===== config.mk =====
export PLATFORM = sky130hd
export DESIGN_NAME = esc_passthrough_bridge
export DESIGN_NICKNAME = d
export VERILOG_FILES = /design/src/rtl/passthrough_pkg.sv /design/src/rtl/sync_2ff.sv /design/src/rtl/esc_passthrough_bridge.sv
export SDC_FILE = /design/constraint.sdc
export NUM_CORES = 1
export LEC_CHECK = 0
export ABC_AREA = 1
export BUFFER_PORTS_ARGS = -buffer_cell sky130_fd_sc_hd__buf_2
export CAP_MARGIN = 20
export CORE_MARGIN = 2
export CORE_UTILIZATION = 43
export CTS_BUF_LIST = sky130_fd_sc_hd__clkbuf_2 sky130_fd_sc_hd__clkbuf_4 sky130_fd_sc_hd__clkbuf_8
export DETAILED_ROUTE_END_ITERATION = 6
export GPL_TIMING_DRIVEN = 0
export HOLD_SLACK_MARGIN = 0.05
export PLACE_DENSITY = 0.67
export SYNTH_ARGS = -nofsm -noshare
export SYNTH_HDL_FRONTEND = slang
export SYNTH_SLANG_ARGS = --single-unit

===== constraint.sdc =====
create_clock -name i_sys_clk -period 4.16 [get_ports i_sys_clk]
set_input_delay 0.208 -clock i_sys_clk [delete_from_list [all_inputs] [get_ports i_sys_clk]]
set_output_delay 0.208 -clock i_sys_clk [all_outputs]
set_load 0.05 [all_outputs]

===== src/rtl/passthrough_pkg.sv =====
// Shared types and defaults for the ESC passthrough bridge.
package passthrough_pkg;

   // Bridge direction state; encoding is exposed on the debug status port.
   typedef enum logic [1:0] {
      StIdle   = 2'b00,
      StHostTx = 2'b01,
      StEscTx  = 2'b10
   } state_e;

   localparam int unsigned DEF_CLK_FREQ_HZ = 72_000_000;
   localparam int unsigned DEF_BAUD        = 115_200;
   localparam int unsigned DEF_HOLD_BITS   = 2;
   localparam int unsigned IDLE_CNT_W      = 16;

   // Idle line time, in clock cycles, before the bridge turns the line around.
   function automatic int unsigned hold_cycles(input int unsigned clk_hz,
                                               input int unsigned baud,
                                               input int unsigned bits);
      return (clk_hz / baud) * bits;
   endfunction

endpackage


===== src/rtl/sync_2ff.sv =====
// Two-flop synchronizer for a single asynchronous level.
module sync_2ff #(
   parameter logic RESET_VALUE = 1'b1
) (
   input  logic i_clk,
   input  logic i_rst,
   input  logic i_d,
   output logic o_q
);

   logic r_meta;
   logic r_sync;

   // Shift the async level through two flops; reset to the line idle level.
   always_ff @(posedge i_clk) begin
      if (i_rst) begin
         r_meta <= RESET_VALUE;
         r_sync <= RESET_VALUE;
      end else begin
         r_meta <= i_d;
         r_sync <= r_meta;
      end
   end

   assign o_q = r_sync;

endmodule


===== src/rtl/esc_passthrough_bridge.sv =====
// Half-duplex bridge between a host UART and a shared single-wire ESC pin.
// Whichever side starts talking first owns the line until it has been idle
// (high) for HOLD_CYCLES consecutive clocks.
module esc_passthrough_bridge
   import passthrough_pkg::*;
#(
   parameter int unsigned CLK_FREQ_HZ = DEF_CLK_FREQ_HZ,
   parameter int unsigned BAUD        = DEF_BAUD,
   parameter int unsigned HOLD_BITS   = DEF_HOLD_BITS
) (
   input  logic       i_sys_clk,
   input  logic       i_rst,
   input  logic       i_enable,
   input  logic       i_usb_uart_rx,
   output logic       o_usb_uart_tx,
   input  logic       i_esc_rx,
   output logic       o_esc_tx,
   output logic       o_esc_oe,
   output logic [1:0] o_state
);

   localparam int unsigned HOLD_CYCLES = hold_cycles(CLK_FREQ_HZ, BAUD, HOLD_BITS);
   localparam logic [IDLE_CNT_W-1:0] HOLD_LAST = IDLE_CNT_W'(HOLD_CYCLES - 1);

   logic                  w_usb_s;
   logic                  w_esc_s;
   logic                  w_follow;
   logic                  w_hold_done;
   logic [IDLE_CNT_W-1:0] w_cnt_inc;

   state_e                r_state;
   logic [IDLE_CNT_W-1:0] r_idle_cnt;
   logic                  r_esc_oe;
   logic                  r_esc_tx;
   logic                  r_usb_tx;

   sync_2ff #(
      .RESET_VALUE (1'b1)
   ) u_sync_usb (
      .i_clk (i_sys_clk),
      .i_rst (i_rst),
      .i_d   (i_usb_uart_rx),
      .o_q   (w_usb_s)
   );

   sync_2ff #(
      .RESET_VALUE (1'b1)
   ) u_sync_esc (
      .i_clk (i_sys_clk),
      .i_rst (i_rst),
      .i_d   (i_esc_rx),
      .o_q   (w_esc_s)
   );

   // Line currently owning the bridge and its hold-timeout condition.
   always_comb begin
      w_follow    = (r_state == StHostTx) ? w_usb_s : w_esc_s;
      w_cnt_inc   = (r_idle_cnt == '1) ? r_idle_cnt : r_idle_cnt + IDLE_CNT_W'(1);
      w_hold_done = w_follow && (r_idle_cnt == HOLD_LAST);
   end

   // Direction FSM with registered outputs; disable behaves like a soft reset.
   always_ff @(posedge i_sys_clk) begin
      if (i_rst || !i_enable) begin
         r_state    <= StIdle;
         r_idle_cnt <= '0;
         r_esc_oe   <= 1'b0;
         r_esc_tx   <= 1'b1;
         r_usb_tx   <= 1'b1;
      end else begin
         case (r_state)
            StIdle: begin
               r_idle_cnt <= '0;
               // Host wins a simultaneous start so the ESC pin is driven.
               if (!w_usb_s) begin
                  r_state  <= StHostTx;
                  r_esc_oe <= 1'b1;
                  r_esc_tx <= w_usb_s;
                  r_usb_tx <= 1'b1;
               end else if (!w_esc_s) begin
                  r_state  <= StEscTx;
                  r_esc_oe <= 1'b0;
                  r_esc_tx <= 1'b1;
                  r_usb_tx <= w_esc_s;
               end else begin
                  r_esc_oe <= 1'b0;
                  r_esc_tx <= 1'b1;
                  r_usb_tx <= 1'b1;
               end
            end
            StHostTx, StEscTx: begin
               if (w_hold_done) begin
                  r_state    <= StIdle;
                  r_idle_cnt <= '0;
                  r_esc_oe   <= 1'b0;
                  r_esc_tx   <= 1'b1;
                  r_usb_tx   <= 1'b1;
               end else begin
                  r_idle_cnt <= w_follow ? w_cnt_inc : '0;
                  r_esc_oe   <= (r_state == StHostTx);
                  r_esc_tx   <= (r_state == StHostTx) ? w_usb_s : 1'b1;
                  r_usb_tx   <= (r_state == StEscTx) ? w_esc_s : 1'b1;
               end
            end
            default: begin
               r_state    <= StIdle;
               r_idle_cnt <= '0;
               r_esc_oe   <= 1'b0;
               r_esc_tx   <= 1'b1;
               r_usb_tx   <= 1'b1;
            end
         endcase
      end
   end

   assign o_esc_oe      = r_esc_oe;
   assign o_esc_tx      = r_esc_tx;
   assign o_usb_uart_tx = r_usb_tx;
   assign o_state       = r_state;

endmodule

==> impl_metrics.env <==
export IMPL_rsz0062_at_grt="no"
export IMPL_timing_fmax_mhz=557.9
export IMPL_pin_count=10
export IMPL_antenna_found_initial=0
export IMPL_worstHoldStart="i_rst"
export IMPL_startpoint="o_state[1]$_SDFFE_PP0P_"
export IMPL_synth_top_cell_by_area="dfxtp_1"
export IMPL_seq_area_frac_synth=0.3835
export IMPL_finalHoldWorstSlack_ns=0.09152
export IMPL_coreArea_um2=2829
export IMPL_p_leak_uw=0.0005954
export IMPL_met2_length_um=1135
export IMPL_clk_latency_ns=0.34
export IMPL_finalSetupTns_ns=0
export IMPL_wl_per_cell_um=10.83
export IMPL_cts_buffers=3
export IMPL_placed_cells=221
export IMPL_wl_met3_um=67
export IMPL_h_tree_depth=1
export IMPL_finalNetCount=208
export IMPL_syn_cell_area_um2=1305
export IMPL_yosys_warnings=0
export IMPL_hold_path_class="in -> reg"
export IMPL_cap_viol_max_count=0
export IMPL_path_class="reg -> reg"
export IMPL_p_sw_frac=0.2562
export IMPL_antenna_cells=0
export IMPL_crit_fanout=10
export IMPL_cts_tree="done"
export IMPL_finalCritPeriodShare=0.4309
export IMPL_synth_cell_types=20
export IMPL_vias_per_cell=4.859
export IMPL_crit_chain="inv_1 > ha_1 > o21ai_0 > nand3_2 > nand2_2 > nor2_2 > inv_2 > buf_6 > nor2_1"
export IMPL_power_uw=390.7
export IMPL_required_ns=4.41
export IMPL_syn_inst=181
export IMPL_grt_util_all_layers=0.1677
export IMPL_drcViolationCount=0
export IMPL_synth_nets=192
export IMPL_slew_headroom=0.7885
export IMPL_grt_max_degree=16
export IMPL_postCtsSetupBuffers=0
export IMPL_cpMaxStageDelayCell="dfxtp_1"
export IMPL_grt_pass1_wl_um=4443
export IMPL_synth_area_leaders="dfxtp_1, nor2_1, nand2_1, ha_1, inv_1"
export IMPL_synth_top_cell_area_share=0.3835
export IMPL_start_util=0.4613
export IMPL_place_gp_congestion=0.9066
export IMPL_pwr_density_cell_nw_per_um2=271.6
export IMPL_r2r_cells=9
export IMPL_period_minus_slack_ns=1.793
export IMPL_final_cell_mix="nor2_1, nand2_1, dfxtp_1"
export IMPL_r2r_end="r_idle_cnt[0]$_SDFFE_PP0P_"
export IMPL_drv_slew=0
export IMPL_m1WireLength_um=1206
export IMPL_drive_gt1_frac=0.1531
export IMPL_cts_sinks=25
export IMPL_io_buffers=9
export IMPL_die_area_um2=3492
export IMPL_slowest_delay_ns=0.44
export IMPL_die_w_um=59.09
export IMPL_rr_startpoint="o_state[1]$_SDFFE_PP0P_"
export IMPL_final_setup_viol_count=0
export IMPL_cts_root_buf="clkbuf_4"
export IMPL_clk_path_buf_depth=2
export IMPL_clk_pin_slew_ns=0.14
export IMPL_power_frac_clock=0.299
export IMPL_top_layer_used="met4"
export IMPL_ff2ff_setup_slack_ns=2.37
export IMPL_endpoint_kind="register"
export IMPL_ys_seq_elements=25
export IMPL_switching_power_uw=100.1
export IMPL_ir_drop_mv=0.2352
export IMPL_seqPwrFrac=0.629
export IMPL_grt_overflow=0
export IMPL_ant_nets=0
export IMPL_cp_endpoint="r_idle_cnt[0]$_SDFFE_PP0P_"
export IMPL_startpoint_type="register"
export IMPL_drtIter0Drc=27
export IMPL_dr_pass1_iters=4
export IMPL_num_vias=1103
export IMPL_row_count=19
export IMPL_die_y_um=59.09
export IMPL_dp_hpwl_um=1910
export IMPL_finalWirelength_um=2458
export IMPL_area_delta_synth_final_pct=10.26
export IMPL_outcome="completed"
export IMPL_finalNonFillerCells=227
export IMPL_worst_ep_arrival_time_ns=2.04
export IMPL_comb_power_share=0.072
export IMPL_worst_slew_pin_slew_ns=0.3149
export IMPL_avgSynthCellArea_um2=7.210
export IMPL_hold_viol=0
export IMPL_grt_pass1_vias=1052
export IMPL_fin_skew_ns=0.001811
export IMPL_internal_power_uw=290.6
export IMPL_final_common_cell="nor2_1"
-- worst max-delay path, delay by kind of cell, from the launching register on --
kind / cells / cell delay, ns
fa+ha+maj: 1 / 0.22
compound gates: 1 / 0.28
flops: 1 / 0.44
simple gates: 4 / 0.42
buf+inv: 3 / 0.35
-- worst min-delay path by stage --
stage | endpoint | slack (ns) | cells after the start
2_1_floorplan | u_sync_esc.r_meta$_SDFF_PP1_ | 0.31 | 1
3_3_place_gp | u_sync_usb.o_q$_SDFF_PP1_ | 0.39 | 1
3_5_place_dp | u_sync_usb.r_meta$_SDFF_PP1_ | 0.40 | 2
4_1_cts | u_sync_usb.r_meta$_SDFF_PP1_ | 0.09 | 2
5_1_grt | u_sync_esc.o_q$_SDFF_PP1_ | 0.09 | 2
6_report | u_sync_usb.r_meta$_SDFF_PP1_ | 0.09 | 2
-- power by group through the flow --
stage | Combinational [uW] | Clock, uW | Sequential, uW
after global placement | 25.9 | 0 | 251
after global routing | 31.6 | 129 | 246
final | 28.2 | 117 | 246
after floorplan | 14.8 | 0 | 256
after CTS | 28.1 | 120 | 246
after detailed placement | 26.6 | 0 | 251
-- per-stage QoR --
step	utilization	setup slack (ns)	instance area (um2)
6_report	0.5086	2.367	1439
5_1_grt	0.5086	2.156	1439
4_1_cts	0.5086	2.368	1439
3_5_place_dp	0.4909	2.389	1389
3_3_place_gp	0.4909	2.472	1389
2_1_floorplan	-	2.231	1305
-- synthesized netlist by cell type --
library cell	count
or2_2	4
nor2_4	2
buf_6	2
ha_1	6
xnor2_1	4
nand3_1	8
nand3_2	3
xor2_1	7
nor2_1	42
dfxtp_1	25
a21oi_1	6
nand2_2	2
o21ai_0	5
inv_1	18
nor2_2	3
nand4_1	1
inv_2	1
nor3_1	7
nand2_1	34
o2111ai_1	1
-- final cells by class --
type	count	area, um2
timing repair buffer	11	65.06
multi-input combinational	135	710.7
buffer	2	22.52
sequential	25	500.5
fill	276	1390
clock inverter	1	7.507
clock buffer	3	22.52
tap	31	38.79
inverter	19	71.32
-- flip-flops by register name, summed over array words and instances (netlist names) --
name	flops
o_esc_oe	1
u_sync_esc.o_q	1
o_usb_uart_tx	1
u_sync_esc.r_meta	1
o_state	2
u_sync_usb.o_q	1
r_idle_cnt	16
u_sync_usb.r_meta	1
o_esc_tx	1
-- routing by layer --
metal	vias up	global-route usage
met4	0	0.06818
met5	-	0
met1	488	0.2200
li1	595	-
met2	15	0.2651
met3	5	0.03930
-- cells by family (layout without fill, tap and decap cells) --
kind of cell / count (synthesis) / in the layout / share of synthesized area
compound gates: 12 / 12 / 0.04890
fa+ha+maj: 6 / 6 / 0.05752
flops: 25 / 25 / 0.3835
xor+xnor: 11 / 11 / 0.07382
simple gates: 106 / 106 / 0.3643
buf+inv: 21 / 36 / 0.07190
-- repair_timing --
item,CTS,global route
hold buffers,2,0
hold endpoints to repair,2,0
resized for setup,0,0
No activity file was read; power rests on OpenSTA's default activity.
